===== src/rtl/sprite_render_pipeline_if.sv =====
// Sprite render pipeline bus.
// Groups everything except clock and reset: per-frame control (frame_start,
// char_id_req), the per-pixel request (coordinates, facing, box flag,
// qualifier, background colour), the external texel ROM port, the palette
// write port and the rendered pixel output.
//   master : the pixel source / system side (drives requests, palette writes
//            and ROM read data; observes rgb, rgb_valid, active_id, rom_addr)
//   slave  : the sprite_render_pipeline itself
interface sprite_render_pipeline_if #(
  parameter int PIXEL_WIDTH    = 12,
  parameter int SCREEN_WIDTH   = 10,
  parameter int FRAME_BITS     = 3,
  parameter int COLOR_WIDTH    = 4,
  parameter int ROM_ADDR_WIDTH = 13
);
  logic                      frame_start;
  logic [FRAME_BITS-1:0]     char_id_req;
  logic signed [1:0]         char_face;
  logic [SCREEN_WIDTH-1:0]   char_x_rom;
  logic [SCREEN_WIDTH-1:0]   char_y_rom;
  logic                      char_on;
  logic                      pix_valid;
  logic [PIXEL_WIDTH-1:0]    background_rgb;

  logic [ROM_ADDR_WIDTH-1:0] rom_addr;
  logic [COLOR_WIDTH-1:0]    rom_data;

  logic                      pal_we;
  logic [COLOR_WIDTH-1:0]    pal_addr;
  logic [PIXEL_WIDTH-1:0]    pal_data;

  logic [PIXEL_WIDTH-1:0]    rgb;
  logic                      rgb_valid;
  logic [FRAME_BITS-1:0]     active_id;

  modport master (
    output frame_start, char_id_req, char_face, char_x_rom, char_y_rom,
           char_on, pix_valid, background_rgb, rom_data,
           pal_we, pal_addr, pal_data,
    input  rom_addr, rgb, rgb_valid, active_id
  );

  modport slave (
    input  frame_start, char_id_req, char_face, char_x_rom, char_y_rom,
           char_on, pix_valid, background_rgb, rom_data,
           pal_we, pal_addr, pal_data,
    output rom_addr, rgb, rgb_valid, active_id
  );
endinterface


===== src/rtl/sprite_render_pipeline.sv =====
// Sprite render pipeline.
// Maps a sprite-local pixel coordinate to a texel ROM address (with optional
// horizontal mirroring and integer down-scaling), looks the returned palette
// index up in a 16-entry writable palette and composites it over the
// supplied background colour. The animation frame id is debounced across
// frame_start pulses so the sprite never changes frame mid-frame.
// Ports:
//   sys_clk  : clock
//   sys_rst  : synchronous active-high reset
//   bus      : sprite_render_pipeline_if.slave (see interface header)
// Timing: a pixel sampled at edge t produces rom_addr at edge t+1 and
// rgb/rgb_valid at edge t+ROM_LATENCY+2.
module sprite_render_pipeline #(
  parameter int                 PIXEL_WIDTH    = 12,
  parameter int                 SCREEN_WIDTH   = 10,
  parameter int                 SPRITE_W       = 42,
  parameter int                 SPRITE_H       = 50,
  parameter int                 SCALE_SHIFT    = 1,
  parameter int                 FRAME_NUM      = 8,
  parameter int                 COLOR_WIDTH    = 4,
  parameter logic [COLOR_WIDTH-1:0] TRANSPARENT_ID = 4'hB,
  parameter int                 ROM_LATENCY    = 1,
  parameter int                 STABLE_FRAMES  = 2,
  parameter int                 ROM_ADDR_WIDTH = 13
) (
  input logic                    sys_clk,
  input logic                    sys_rst,
  sprite_render_pipeline_if.slave bus
);

  localparam int FRAME_BITS = (FRAME_NUM > 1) ? $clog2(FRAME_NUM) : 1;
  localparam int SRC_W      = SPRITE_W >> SCALE_SHIFT;
  localparam int SRC_H      = SPRITE_H >> SCALE_SHIFT;
  localparam int CNT_BITS   = $clog2(STABLE_FRAMES + 1);
  localparam int PAL_DEPTH  = 1 << COLOR_WIDTH;
  // Sideband stage 0 is loaded at the sampling edge; the last stage lines up
  // with the cycle in which rom_data is valid.
  localparam int LAST       = ROM_LATENCY + 1;

  typedef struct packed {
    logic                   valid;
    logic                   on;
    logic [PIXEL_WIDTH-1:0] bg;
  } side_t;

  // ---------------------------------------------------------------------
  // Frame id debounce
  // ---------------------------------------------------------------------
  logic [FRAME_BITS-1:0] candidate;
  logic [FRAME_BITS-1:0] cand_next;
  logic [CNT_BITS-1:0]   cnt;
  logic [CNT_BITS-1:0]   cnt_next;
  logic                  id_ok;

  // Out-of-range ids can only occur when FRAME_NUM is not a power of two.
  if (FRAME_NUM == (1 << FRAME_BITS)) begin : g_id_pow2
    assign id_ok = 1'b1;
  end else begin : g_id_range
    assign id_ok = (32'(bus.char_id_req) < 32'(FRAME_NUM));
  end

  // NOTE: every always_comb output gets a default first so no path can
  // leave it unassigned and infer a latch.
  always_comb begin
    cand_next = candidate;
    cnt_next  = cnt;
    if (bus.char_id_req == candidate) begin
      cnt_next = (cnt == CNT_BITS'(STABLE_FRAMES)) ? cnt : cnt + 1'b1;
    end else begin
      cand_next = bus.char_id_req;
      cnt_next  = CNT_BITS'(1);
    end
  end

  // NOTE: state is updated with non-blocking assignments so every register
  // samples values from before the edge, independent of statement order.
  always_ff @(posedge sys_clk) begin
    if (sys_rst) begin
      candidate     <= '0;
      cnt           <= '0;
      bus.active_id <= '0;
    end else if (bus.frame_start && id_ok) begin
      candidate <= cand_next;
      cnt       <= cnt_next;
      if (cnt_next == CNT_BITS'(STABLE_FRAMES)) begin
        bus.active_id <= cand_next;
      end
    end
  end

  // ---------------------------------------------------------------------
  // Stage 0: coordinate transform; stage 1: ROM address
  // ---------------------------------------------------------------------
  logic                    mirrored;
  logic [31:0]             x_src;
  logic [SCREEN_WIDTH-1:0] xs_next;
  logic [SCREEN_WIDTH-1:0] ys_next;
  logic                    pix_on;
  logic [SCREEN_WIDTH-1:0] xs_q;
  logic [SCREEN_WIDTH-1:0] ys_q;
  logic [31:0]             addr_full;
  side_t                   side_q [LAST+1];

  always_comb begin
    // Only face == -1 draws the sprite unmirrored.
    mirrored = (bus.char_face != 2'b11);
    // Off-sprite x may wrap here; such pixels are forced to background.
    x_src    = mirrored ? 32'(SPRITE_W - 1) - 32'(bus.char_x_rom)
                        : 32'(bus.char_x_rom);
    xs_next  = SCREEN_WIDTH'(x_src >> SCALE_SHIFT);
    ys_next  = bus.char_y_rom >> SCALE_SHIFT;
    pix_on   = bus.char_on
               && (32'(bus.char_x_rom) < 32'(SPRITE_W))
               && (32'(bus.char_y_rom) < 32'(SPRITE_H));
  end

  always_comb begin
    addr_full = 32'(bus.active_id) * 32'(SRC_W * SRC_H)
              + 32'(ys_q) * 32'(SRC_W)
              + 32'(xs_q);
  end

  always_ff @(posedge sys_clk) begin
    if (sys_rst) begin
      xs_q         <= '0;
      ys_q         <= '0;
      bus.rom_addr <= '0;
      for (int i = 0; i <= LAST; i++) begin
        side_q[i] <= '0;
      end
    end else begin
      xs_q         <= xs_next;
      ys_q         <= ys_next;
      bus.rom_addr <= ROM_ADDR_WIDTH'(addr_full);
      side_q[0]    <= '{valid: bus.pix_valid, on: pix_on, bg: bus.background_rgb};
      for (int i = 1; i <= LAST; i++) begin
        side_q[i] <= side_q[i-1];
      end
    end
  end

  // ---------------------------------------------------------------------
  // Palette
  // ---------------------------------------------------------------------
  logic [PIXEL_WIDTH-1:0] palette [PAL_DEPTH];

  function automatic logic [11:0] pal_reset_val(input int idx);
    case (idx)
      0:       return 12'hACF;
      1:       return 12'h7AF;
      2:       return 12'h000;
      3:       return 12'h00F;
      4:       return 12'h008;
      5:       return 12'hF90;
      6:       return 12'hA50;
      7:       return 12'h420;
      8:       return 12'h0CF;
      9:       return 12'h13A;
      10:      return 12'h027;
      11:      return 12'hFFF;
      default: return 12'h000;
    endcase
  endfunction

  // NOTE: the palette is a small register file with defined power-up
  // colours, so unlike a RAM it is explicitly reset, entry by entry.
  always_ff @(posedge sys_clk) begin
    if (sys_rst) begin
      for (int i = 0; i < PAL_DEPTH; i++) begin
        palette[i] <= PIXEL_WIDTH'(pal_reset_val(i));
      end
    end else if (bus.pal_we) begin
      palette[bus.pal_addr] <= bus.pal_data;
    end
  end

  // ---------------------------------------------------------------------
  // Output composite. The palette is read from its registered contents, so
  // a write landing on the same edge is seen only by later pixels.
  // ---------------------------------------------------------------------
  always_ff @(posedge sys_clk) begin
    if (sys_rst) begin
      bus.rgb       <= PIXEL_WIDTH'(12'hFFF);
      bus.rgb_valid <= 1'b0;
    end else begin
      bus.rgb_valid <= side_q[LAST].valid;
      if (side_q[LAST].valid) begin
        if (!side_q[LAST].on || (bus.rom_data == TRANSPARENT_ID)) begin
          bus.rgb <= side_q[LAST].bg;
        end else begin
          bus.rgb <= palette[bus.rom_data];
        end
      end
    end
  end

endmodule


===== src/flat_wrapper.sv =====
// flat-port wrapper written by rule: the top's interface ports become plain ports
module sprite_render_pipeline_flat 
#(
  parameter int                 PIXEL_WIDTH    = 12,
  parameter int                 SCREEN_WIDTH   = 10,
  parameter int                 SPRITE_W       = 42,
  parameter int                 SPRITE_H       = 50,
  parameter int                 SCALE_SHIFT    = 1,
  parameter int                 FRAME_NUM      = 8,
  parameter int                 COLOR_WIDTH    = 4,
  parameter logic [COLOR_WIDTH-1:0] TRANSPARENT_ID = 4'hB,
  parameter int                 ROM_LATENCY    = 1,
  parameter int                 STABLE_FRAMES  = 2,
  parameter int                 ROM_ADDR_WIDTH = 13
)
  (sys_clk, sys_rst, bus_frame_start, bus_char_id_req, bus_char_face, bus_char_x_rom, bus_char_y_rom, bus_char_on, bus_pix_valid, bus_background_rgb, bus_rom_data, bus_pal_we, bus_pal_addr, bus_pal_data, bus_rom_addr, bus_rgb, bus_rgb_valid, bus_active_id);
  sprite_render_pipeline_if #(.PIXEL_WIDTH(PIXEL_WIDTH), .SCREEN_WIDTH(SCREEN_WIDTH), .FRAME_BITS(3), .COLOR_WIDTH(COLOR_WIDTH), .ROM_ADDR_WIDTH(ROM_ADDR_WIDTH)) bus_i ();
  input logic sys_clk;
  input logic sys_rst;
  input wire logic [$bits(bus_i.frame_start)-1:0] bus_frame_start;
  input wire logic [$bits(bus_i.char_id_req)-1:0] bus_char_id_req;
  input wire logic [$bits(bus_i.char_face)-1:0] bus_char_face;
  input wire logic [$bits(bus_i.char_x_rom)-1:0] bus_char_x_rom;
  input wire logic [$bits(bus_i.char_y_rom)-1:0] bus_char_y_rom;
  input wire logic [$bits(bus_i.char_on)-1:0] bus_char_on;
  input wire logic [$bits(bus_i.pix_valid)-1:0] bus_pix_valid;
  input wire logic [$bits(bus_i.background_rgb)-1:0] bus_background_rgb;
  input wire logic [$bits(bus_i.rom_data)-1:0] bus_rom_data;
  input wire logic [$bits(bus_i.pal_we)-1:0] bus_pal_we;
  input wire logic [$bits(bus_i.pal_addr)-1:0] bus_pal_addr;
  input wire logic [$bits(bus_i.pal_data)-1:0] bus_pal_data;
  output wire logic [$bits(bus_i.rom_addr)-1:0] bus_rom_addr;
  output wire logic [$bits(bus_i.rgb)-1:0] bus_rgb;
  output wire logic [$bits(bus_i.rgb_valid)-1:0] bus_rgb_valid;
  output wire logic [$bits(bus_i.active_id)-1:0] bus_active_id;
  assign bus_i.frame_start = bus_frame_start;
  assign bus_i.char_id_req = bus_char_id_req;
  assign bus_i.char_face = bus_char_face;
  assign bus_i.char_x_rom = bus_char_x_rom;
  assign bus_i.char_y_rom = bus_char_y_rom;
  assign bus_i.char_on = bus_char_on;
  assign bus_i.pix_valid = bus_pix_valid;
  assign bus_i.background_rgb = bus_background_rgb;
  assign bus_i.rom_data = bus_rom_data;
  assign bus_i.pal_we = bus_pal_we;
  assign bus_i.pal_addr = bus_pal_addr;
  assign bus_i.pal_data = bus_pal_data;
  assign bus_rom_addr = bus_i.rom_addr;
  assign bus_rgb = bus_i.rgb;
  assign bus_rgb_valid = bus_i.rgb_valid;
  assign bus_active_id = bus_i.active_id;
  sprite_render_pipeline #(.PIXEL_WIDTH(PIXEL_WIDTH), .SCREEN_WIDTH(SCREEN_WIDTH), .SPRITE_W(SPRITE_W), .SPRITE_H(SPRITE_H), .SCALE_SHIFT(SCALE_SHIFT), .FRAME_NUM(FRAME_NUM), .COLOR_WIDTH(COLOR_WIDTH), .TRANSPARENT_ID(TRANSPARENT_ID), .ROM_LATENCY(ROM_LATENCY), .STABLE_FRAMES(STABLE_FRAMES), .ROM_ADDR_WIDTH(ROM_ADDR_WIDTH)) u_core (.sys_clk(sys_clk), .sys_rst(sys_rst), .bus(bus_i));
endmodule

===== config.mk =====
export PLATFORM = sky130hd
export DESIGN_NAME = sprite_render_pipeline_flat
export DESIGN_NICKNAME = d
export VERILOG_FILES = /design/src/rtl/sprite_render_pipeline_if.sv /design/src/rtl/sprite_render_pipeline.sv /design/src/flat_wrapper.sv
export SDC_FILE = /design/constraint.sdc
export NUM_CORES = 1
export LEC_CHECK = 0
export CAP_MARGIN = 20
export CORE_MARGIN = 4
export CORE_UTILIZATION = 53
export DETAILED_ROUTE_END_ITERATION = 10
export HOLD_SLACK_MARGIN = 0.03
export PLACE_DENSITY_LB_ADDON = 0.1
export SYNTH_ARGS = -nofsm -noshare
export SYNTH_HDL_FRONTEND = slang
export SYNTH_SLANG_ARGS = --single-unit

===== constraint.sdc =====
create_clock -name sys_clk -period 4.1 [get_ports sys_clk]
set_input_delay 0.615 -clock sys_clk [delete_from_list [all_inputs] [get_ports sys_clk]]
set_output_delay 0.615 -clock sys_clk [all_outputs]
set_load 0.01 [all_outputs]

# ---- Word-level counts from Yosys, hierarchy flattened
# Memory sizes are Yosys's and may differ from the RTL's.
# Index checks and enable logic that the tools add are counted.
dict set report classes {
  add_sub_neg 4
  multipliers 2
  n_lt_le_gt_ge 2
  n_eq_ne 5
  mux 29
  n_bitwise 4
  reduce_logical 7
}
# cell n
set op_table {}
lappend op_table {{$mux 12} 14}
lappend op_table {{$mux 14} 3}
lappend op_table {{$lt 10x6->1 const B} 2}
lappend op_table {{$add 13x10->13} 1}
lappend op_table {{$add 13x13->13} 1}
lappend op_table {{$mul 10x5->13 const B} 1}
lappend op_table {{$mul 3x10->13 const B} 1}
lappend op_table {{$reduce_or 12->1} 1}
lappend op_table {{$sub 6x10->11 const A} 1}
lappend op_table {{$mux 10} 1}
lappend op_table {{$mux 1} 7}
lappend op_table {{$eq 2x2->1 const B} 2}
lappend op_table {{$eq 4x4->1 const B} 1}
lappend op_table {{$mux 2} 2}
lappend op_table {{$mux 4} 1}
lappend op_table {{$eq 3x3->1} 1}
lappend op_table {{$mux 3} 1}
lappend op_table {{$or 1x1->1} 3}
lappend op_table {{$add 2x1->2 const B} 1}
lappend op_table {{$logic_and 1x1->1} 2}
lappend op_table {{$ne 2x2->1 const B} 1}
lappend op_table {{$reduce_and 2->1} 1}
lappend op_table {{$reduce_or 2->1} 1}
lappend op_table {{$logic_not 1->1} 1}
lappend op_table {{other kinds (2)} 2}
dict set report totals {
  ff_bits 54
  ramBits 234
  input_bits 63
  output_inout_bits 29
  wordCells 65
  mem_count 2
}
# name depth word_bits rd rd_ports_with_merged_regs write_ports line_no
set mem_list {}
lappend mem_list {u_core.palette 16 12 1 0 16 sprite_render_pipeline.sv:145} ;# logic [PIXEL_WIDTH-1:0] palette [PAL_DEPTH];
lappend mem_list {u_core.side_q 3 14 3 0 3 sprite_render_pipeline.sv:102} ;# side_t side_q [LAST+1];

# ---- Logic depth before layout (Yosys ltp)
# Gate-level depths: netlist of run 1.
dict set report logic_depth {
  word_depth 5
  depth_mapped 14
  mapped_depth_nobuf 14
}

# ---- Worst setup path after synthesis of run 1
# Ideal clock, no wire load.
dict set report synth_timing {
  kind {reg2reg}
  startpoint {register u_core.bus.active_id[1]}
  endpoint {register u_core.bus.rom_addr[10]}
  setup_time_ns 0.128
  t_arrival_ns 3.965
  required_ns 3.972
  slack_ns 0.007
  path_stages_with_launch 13
  n_path_buf 0
  period_less_slack_ns 4.093
  cell_sequence {dfxtp_1 -> fa_1 -> fa_1 -> inv_1 -> fa_1 -> fa_1 -> inv_1 -> fa_1 -> a211oi_1 -> o21ai_0 -> a221oi_1 -> xor2_1 -> nor2_1}
}
dict set report synth_between {
  elab_chain_len 3
}
# item line_no
set synth_lines {}
lappend synth_lines {{from (decl)} sprite_render_pipeline_if.sv:47} ;# output rom_addr, rgb, rgb_valid, active_id
lappend synth_lines {{from (signal assigned)} sprite_render_pipeline.sv:86} ;# bus.active_id <= cand_next;
lappend synth_lines {{$mul 3x10->13} sprite_render_pipeline.sv:118} ;# addr_full = 32'(bus.active_id) * 32'(SRC_W * SRC_H)
lappend synth_lines {{$add 13x13->13} sprite_render_pipeline.sv:119} ;# + 32'(ys_q) * 32'(SRC_W)
lappend synth_lines {{$add 13x10->13} sprite_render_pipeline.sv:120} ;# + 32'(xs_q);
lappend synth_lines {{to (signal assigned)} sprite_render_pipeline.sv:134} ;# bus.rom_addr <= ROM_ADDR_WIDTH'(addr_full);
lappend synth_lines {{to (decl)} sprite_render_pipeline_if.sv:47}
# No other way between the ends.
# A chain may end at the register's enable or synchronous reset.

# ---- Worst setup path after layout of run 1
dict set report layout_timing {
  startpoint {register u_core.bus.active_id[0]}
  endpoint {register u_core.bus.rom_addr[10]}
}
# The elaborated chain is that of the path after synthesis.

==> run_results.csv, run 1 <==
group,metric,value,unit
run_status,status,"finished clean",
logic_synthesis,yosys_warnings,0,
sta,hold_ws,431,ps
logic_synthesis,synth_area_leader_cell,"edfxtp_1",
sta,fin_ws,169,ps
route,drc,0,
global_routing,antenna_found_initial,2,
placement,gp_congestion,0.908,
floorplan,chipHeight,165,um
sta,fin_skew,6.95,ps
sta,hold_viol,0,
logic_synthesis,synthArstFlopShare,0,%
clock_network,clock_path_buffers,3,
logic_synthesis,synth.most_common_cell,"edfxtp_1",
layout,fillers,1954,
worst_setup_path,worstSetupPathType,"reg -> reg",
global_routing,grt_overflow,0,
worst_setup_path,crit_buf_inv,2,
worst_setup_path,cp_top_family,"adder cells",
placement,dpl.hpwl,20900,um
logic_synthesis,synth_top_family_by_area,"simple AND/OR/NAND/NOR gates",
sta,worst_slew_pin_slew,972,ps
global_routing,grt_use_total,23.0,%
clock_network,cts.sinks,275,
logic_synthesis,synth-xor-area-share,1.27,%
sta,setup_violations,0,
placement,dp_cells,1480,
route,drtPass1Iterations,5,
logic_synthesis,yosysSeqAreaShare,55.9,%
route,final_antenna_net_count,0,
logic_synthesis,synth.area.mux_share,5.53,%
worst_setup_path,worstPathMaxFanout,3,
layout,syn_to_final_growth,16.9,%
clock_network,clkTransAtPathRegs,60,ps
sta,max_freq,254,MHz
sta,fin_crit,3930,ps
hold_path,hp-class,"reg -> reg",
sta,slew_headroom,35.0,%
worst_setup_path,required,4520,ps
floorplan,rows,57,
floorplan,pin_count,92,
clock_network,root_buffer,"clkbuf_16",
worst_setup_path,setup.worst_path.end_class,"flip-flop",
layout,nNetsFinal,1320,
route,routedWlPerCell,20.1,um
route,avgViaCountPerCell,5.56,
layout,drive_above_1_share,10.7,%
global_routing,grt_max_degree,75,
global_routing,grt_pass1_wl,47700,um
clock_network,insertion_delay,550,ps
job,drv_cap,0,
worst_setup_path,startpoint_type,"flip-flop",
sta,timing.final.max_slew_violations,0,
floorplan,die_area,27200,um2
logic_synthesis,yosys.area.top_type_share,41.4,%
sta,finalCritPeriodShare,95.9,%
placement,place_area,14300,um2
worst_setup_path,crit_slowest_cell,"fa_1",
logic_synthesis,yosys-top-cells-area,"edfxtp_1 41%, dfxtp_1 15%, and2_1 4.6%",
placement,port_buffers,89,
logic_synthesis,synth_ff_type,"edfxtp_1",
floorplan,die_width,165,um
power_and_ir_drop,power_density,433,nW/um2
logic_synthesis,synthSimpleGateAreaFrac,17.3,%
logic_synthesis,synth_edf_count,180,
route,dr.first_iter.drc_count,700,
worst_setup_path,crit_top_cell,"fa_1",
clock_network,cts_buffers,30,
worst_setup_path,crit_chain,"fa_1, fa_1, inv_1, fa_1, fa_1, inv_1, fa_1, a211oi_2, o21ai_2, a221oi_2, xor2_1, nor2_1",
route,wirelength,30900,um
placement,pre_cts_slack,-72.2,ps
logic_synthesis,synth_nets,1245,
layout,design_area,15300,um2
power_and_ir_drop,ir_drop,0.284,mV
logic_synthesis,avgSynthCellArea,11.7,um2
worst_setup_path,crit_arrival,4350,ps
power_and_ir_drop,power.leakage,5.75,nW
floorplan,core_area,24300,um2
global_routing,grt_pass1_vias,8317,
floorplan,initial_core_util,53.7,%
layout,finalNonFillerCells,1536,
logic_synthesis,netlist_instances,1114,
clock_network,ctsHtreeMaxLevel,1,
logic_synthesis,synth_compound_area_share,7.88,%
logic_synthesis,yosys-top-cells-count,"180 x edfxtp_1, 97 x and2_1, 95 x dfxtp_1",
route,via_count,8535,
logic_synthesis,synth_cell_types,49,
sta,rsz0062_at_grt,"no",
clock_network,cts_tree,"yes",
logic_synthesis,ys_ff_latch,275,
logic_synthesis,syn_area,13100,um2
logic_synthesis,yosys.area_share.adder,7.89,%
worst_setup_path,max_stage_delay,540,ps
-- path summary, 6_finish.rpt --
check | startpoint | endpoint | slack, ps | cells after the start
setup / recovery | u_core.bus.active_id[0] | u_core.bus.rom_addr[10] | 170 | 12
hold / removal | u_core.side_q[0][16] | u_core.side_q[0][30] | 430 | 1
setup reg to reg | u_core.bus.active_id[0] | u_core.bus.rom_addr[10] | 170 | 12
hold reg to reg | u_core.side_q[0][16] | u_core.side_q[0][30] | 430 | 1
-- worst reg2reg max path: cells and delay by family, from the launching register on --
family / cells / cell delay [ps]
AOI/OAI and AO/OA: 3 / 660
xor gates and xnor gates: 1 / 170
DFF: 1 / 330
buffers and inverters: 2 / 130
adders and majority gates: 5 / 2480
and+or+nand+nor: 1 / 50
-- registers in the layout, indices dropped and copies added (netlist names) --
register,cells
u_core.cnt,2
u_core.palette,180
u_core.side_q,42
u_core.bus.rom_addr,13
u_core.bus.rgb,12
u_core.ys_q,9
u_core.bus.active_id,3
u_core.bus.rgb_valid,1
u_core.candidate,3
u_core.xs_q,10
-- final cells by class --
| class | instances | area (um2) | share of cell area, % |
|---|---|---|---|
| antenna | 1 | 2.50 | 0.0164 |
| clock inverter | 16 | 118 | 0.770 |
| timing repair buffer | 124 | 1170 | 7.65 |
| inverter | 55 | 206 | 1.35 |
| multi-input combinational | 703 | 5230 | 34.2 |
| clock buffer | 38 | 845 | 5.53 |
| tap | 324 | 405 | 2.65 |
| sequential | 275 | 7310 | 47.8 |
-- metrics by stage --
stage | util [%] | setup TNS (ps) | power (mW)
floorplan | - | 0 | 3.73
global placement | 58.7 | -96.4 | 4.06
detailed placement | 58.7 | -78.5 | 4.07
CTS | 62.6 | 0 | 6.65
global route | 62.8 | 0 | 6.88
finish | 62.8 | 0 | 6.61
-- cells in the final DEF, fill, tap and decap left out, types with 29 or more instances in the layout --
cell type and count:
a21oi_1 34, and2_1 97, buf_4 34, clkbuf_16 33, clkdlybuf4s50_1 85, dfxtp_1 95, edfxtp_1 180, ha_1 44
inv_1 55, mux2i_1 29, nand2_1 46, nor2_1 55, nor2b_1 69, nor3_1 46, o21ai_0 39, or3_1 42
-- routing by layer --
| layer | wire [um] | GRT usage (%) | part of all wire [%] |
|---|---|---|---|
| met1 | 13400 | 32.7 | 43 |
| met2 | 14500 | 36.2 | 47 |
| met3 | 2090 | 3.74 | 6.8 |
| met4 | 856 | 7.45 | 2.8 |
| met5 | 0 | 0 | 0 |
-- cells by family after synthesis --
| kind of cell | after synthesis |
|---|---|
| simple gates | 410 |
| fa+ha+maj | 68 |
| mux | 54 |
| xor+xnor | 19 |
| flops | 275 |
| buf+inv | 136 |
| compound gates | 152 |
-- power by group --
group / total (mW) / internal (mW) / switching [mW]
clock network: 2.60 / 1.52 / 1.08
logic: 0.845 / 0.370 / 0.475
registers: 3.17 / 3.12 / 0.0533
-- repair_timing --
item | in CTS | in global routing
hold buffers | 0 | 0
pin swaps | 1 | 2
resized for setup | 2 | 3
buffers inserted | 0 | 0
cloned | 0 | 0
setup endpoints to repair | 2 | 2
Power figures use the tool's default switching activity.
==> run 2: changes to the inputs <==
--- a/config.mk
+++ b/config.mk
@@ -5,9 +5,10 @@
 export SDC_FILE = /design/constraint.sdc
 export NUM_CORES = 1
 export LEC_CHECK = 0
-export CAP_MARGIN = 20
-export CORE_MARGIN = 4
+export CAP_MARGIN = 0
+export CORE_MARGIN = 8
 export CORE_UTILIZATION = 53
+export CTS_CLUSTER_SIZE = 40
 export DETAILED_ROUTE_END_ITERATION = 10
 export HOLD_SLACK_MARGIN = 0.03
 export PLACE_DENSITY_LB_ADDON = 0.1
==> run 2 against run 1 <==
Effect of this change: critical endpoint unchanged; core utilization grew 0.35 points; sequential power hardly changed; non-clock buffer count grew 6; maximum frequency increased by 1.3%; sequential share of layout area decreased by 0.12 points; wire length grew 4.3%.
==> run_results.csv, run 2 (synthesized netlist as in run 1, its figures left out) <==
group,metric,value,unit
floorplan,core_area,24200,um2
floorplan,die_width,173,um
sta,tns,0,ps
sta,max_freq,258,MHz
worst_setup_path,r2r_cells,12,
sta,slew_headroom,41.0,%
route,routedWlPerCell,20.9,um
layout,fillers,1945,
sta,fin_crit,3880,ps
sta,fin_ws,220,ps
layout,diodes,0,
placement,pre_cts_slack,-127,ps
clock_network,cts_tree,"yes",
global_routing,grt_pass1_wl,50500,um
sta,rsz0062_at_grt,"no",
layout,largest_reg_flops,180,
route,via_count,8695,
clock_network,clock_path_buffers,3,
sta,hold_viol,0,
worst_setup_path,worstSetupPathType,"reg -> reg",
worst_setup_path,startpoint_type,"flip-flop",
global_routing,grt_pass1_vias,8789,
global_routing,use_met3,3.92,%
sta,fin_skew,14.5,ps
clock_network,ctsHtreeMaxLevel,1,
global_routing,antenna_found_initial,0,
placement,gp_congestion,0.798,
global_routing,busiest_layer,"met2",
layout,regMostFlops,"u_core.palette",
placement,dp_cells,1486,
layout,reg_top3,"u_core.palette (180), u_core.side_q (42), u_core.bus.rom_addr (13)",
route,dr.first_iter.drc_count,625,
global_routing,grt_use_total,21.4,%
route,wirelength,32200,um
floorplan,pin_count,92,
route,drc,0,
global_routing,grt_max_degree,64,
hold_path,min_path_cells,1,
global_routing,gr-usage-met1,28.7,%
clock_network,cts_hold_buffers,0,
sta,worst_slew_pin_slew,883,ps
sta,setup_violations,0,
worst_setup_path,cp_top_family,"adder cells",
floorplan,initial_core_util,53.9,%
layout,final_common_cell,"edfxtp_1",
worst_setup_path,crit_buf_inv,2,
clock_network,clkTransAtPathRegs,60,ps
sta,finalCritPeriodShare,94.6,%
power_and_ir_drop,ir_drop,0.284,mV
route,drtPass1Iterations,4,
hold_path,hp-class,"reg -> reg",
worst_setup_path,worstPathMaxFanout,3,
global_routing,grt_overflow,0,
floorplan,chipHeight,173,um
worst_setup_path,path_depth,12,
route,avgViaCountPerCell,5.64,
power_and_ir_drop,power_density,438,nW/um2
floorplan,rows,57,
worst_setup_path,crit_chain,"fa_1, fa_1, inv_1, fa_1, fa_1, inv_1, fa_2, a211oi_2, o21ai_2, a221oi_2, xor2_1, nor2_1",
clock_network,cts.sinks,275,
layout,finalNonFillerCells,1541,
layout,nNetsFinal,1325,
floorplan,die_area,29900,um2
worst_setup_path,crit_slowest_cell,"fa_1",
layout,syn_to_final_growth,17.2,%
job,drv_cap,0,
run_status,status,"finished clean",
placement,dpl.hpwl,21400,um
power_and_ir_drop,power.leakage,5.77,nW
worst_setup_path,required,4520,ps
worst_setup_path,setup.worst_path.end_class,"flip-flop",
placement,port_buffers,89,
worst_setup_path,crit_top_cell,"fa_1",
layout,layout_common_cells,"180 x edfxtp_1, 97 x and2_1, 95 x dfxtp_1, 85 x clkdlybuf4s50_1, 69 x nor2b_1",
layout,drive_above_1_share,11.4,%
sta,timing.final.max_slew_violations,0,
route,final_antenna_net_count,0,
clock_network,cts_buffers,29,
worst_setup_path,max_stage_delay,550,ps
worst_setup_path,crit_arrival,4300,ps
clock_network,root_buffer,"clkbuf_16",
clock_network,insertion_delay,550,ps
global_routing,use_met2,34.9,%
==> run 2: worst paths after layout <==
kind	slack, ps	from	end
hold / removal	430	u_core.side_q[0][23]	u_core.side_q[0][37]
setup / recovery	220	u_core.xs_q[3]	u_core.bus.rom_addr[10]
hold reg to reg	430	u_core.side_q[0][23]	u_core.side_q[0][37]
setup reg to reg	220	u_core.xs_q[3]	u_core.bus.rom_addr[10]
==> run 2: what timing repair did <==
action | in CTS | in global routing
gates resized for setup | 5 | 2
buffers inserted | 0 | 1
setup endpoints to repair | 2 | 3
pin swaps | 0 | 5
==> run 2: cell type report <==
type / count / area, um2 / area share (%)
clock buffer: 39 / 847 / 5.53
clock inverter: 15 / 143 / 0.931
inverter: 55 / 206 / 1.35
multi-input combinational: 703 / 5230 / 34.1
sequential: 275 / 7310 / 47.7
tap: 324 / 405 / 2.65
timing repair buffer: 130 / 1180 / 7.71
==> run 2: worst register-to-register path: stages (launching register included) <==
cell and delay (ps):
dfxtp_1 320, fa_1 530, fa_1 520, inv_1 50, fa_1 460, fa_1 550, inv_1 70, fa_2 400
a211oi_2 240, o21ai_2 140, a221oi_2 280, xor2_1 170, nor2_1 50
==> run 2: through the flow <==
| stage | hold WS, ps | instance area (um2) | util, % | total power, mW |
|---|---|---|---|---|
| floorplan | 414 | 13100 | - | 3.73 |
| global placement | 418 | 14300 | 59.0 | 4.06 |
| detailed placement | 424 | 14300 | 59.0 | 4.08 |
| CTS | 435 | 15300 | 63.1 | 6.74 |
| global route | 448 | 15300 | 63.2 | 6.94 |
| finish | 431 | 15300 | 63.2 | 6.70 |
==> run 2: layer usage <==
| metal | part of all wire [%] | wire, um |
|---|---|---|
| met3 | 6.4 | 2050 |
| met4 | 2.6 | 849 |
| met1 | 44 | 14100 |
| met5 | 0 | 0 |
| met2 | 47 | 15200 |
==> run 2: power by group <==
part / total (mW) / internal (mW) / switching [mW]
Combinational: 0.863 / 0.373 / 0.490
Clock: 2.67 / 1.58 / 1.09
Sequential: 3.17 / 3.12 / 0.0555
Total: 6.70 / 5.07 / 1.63
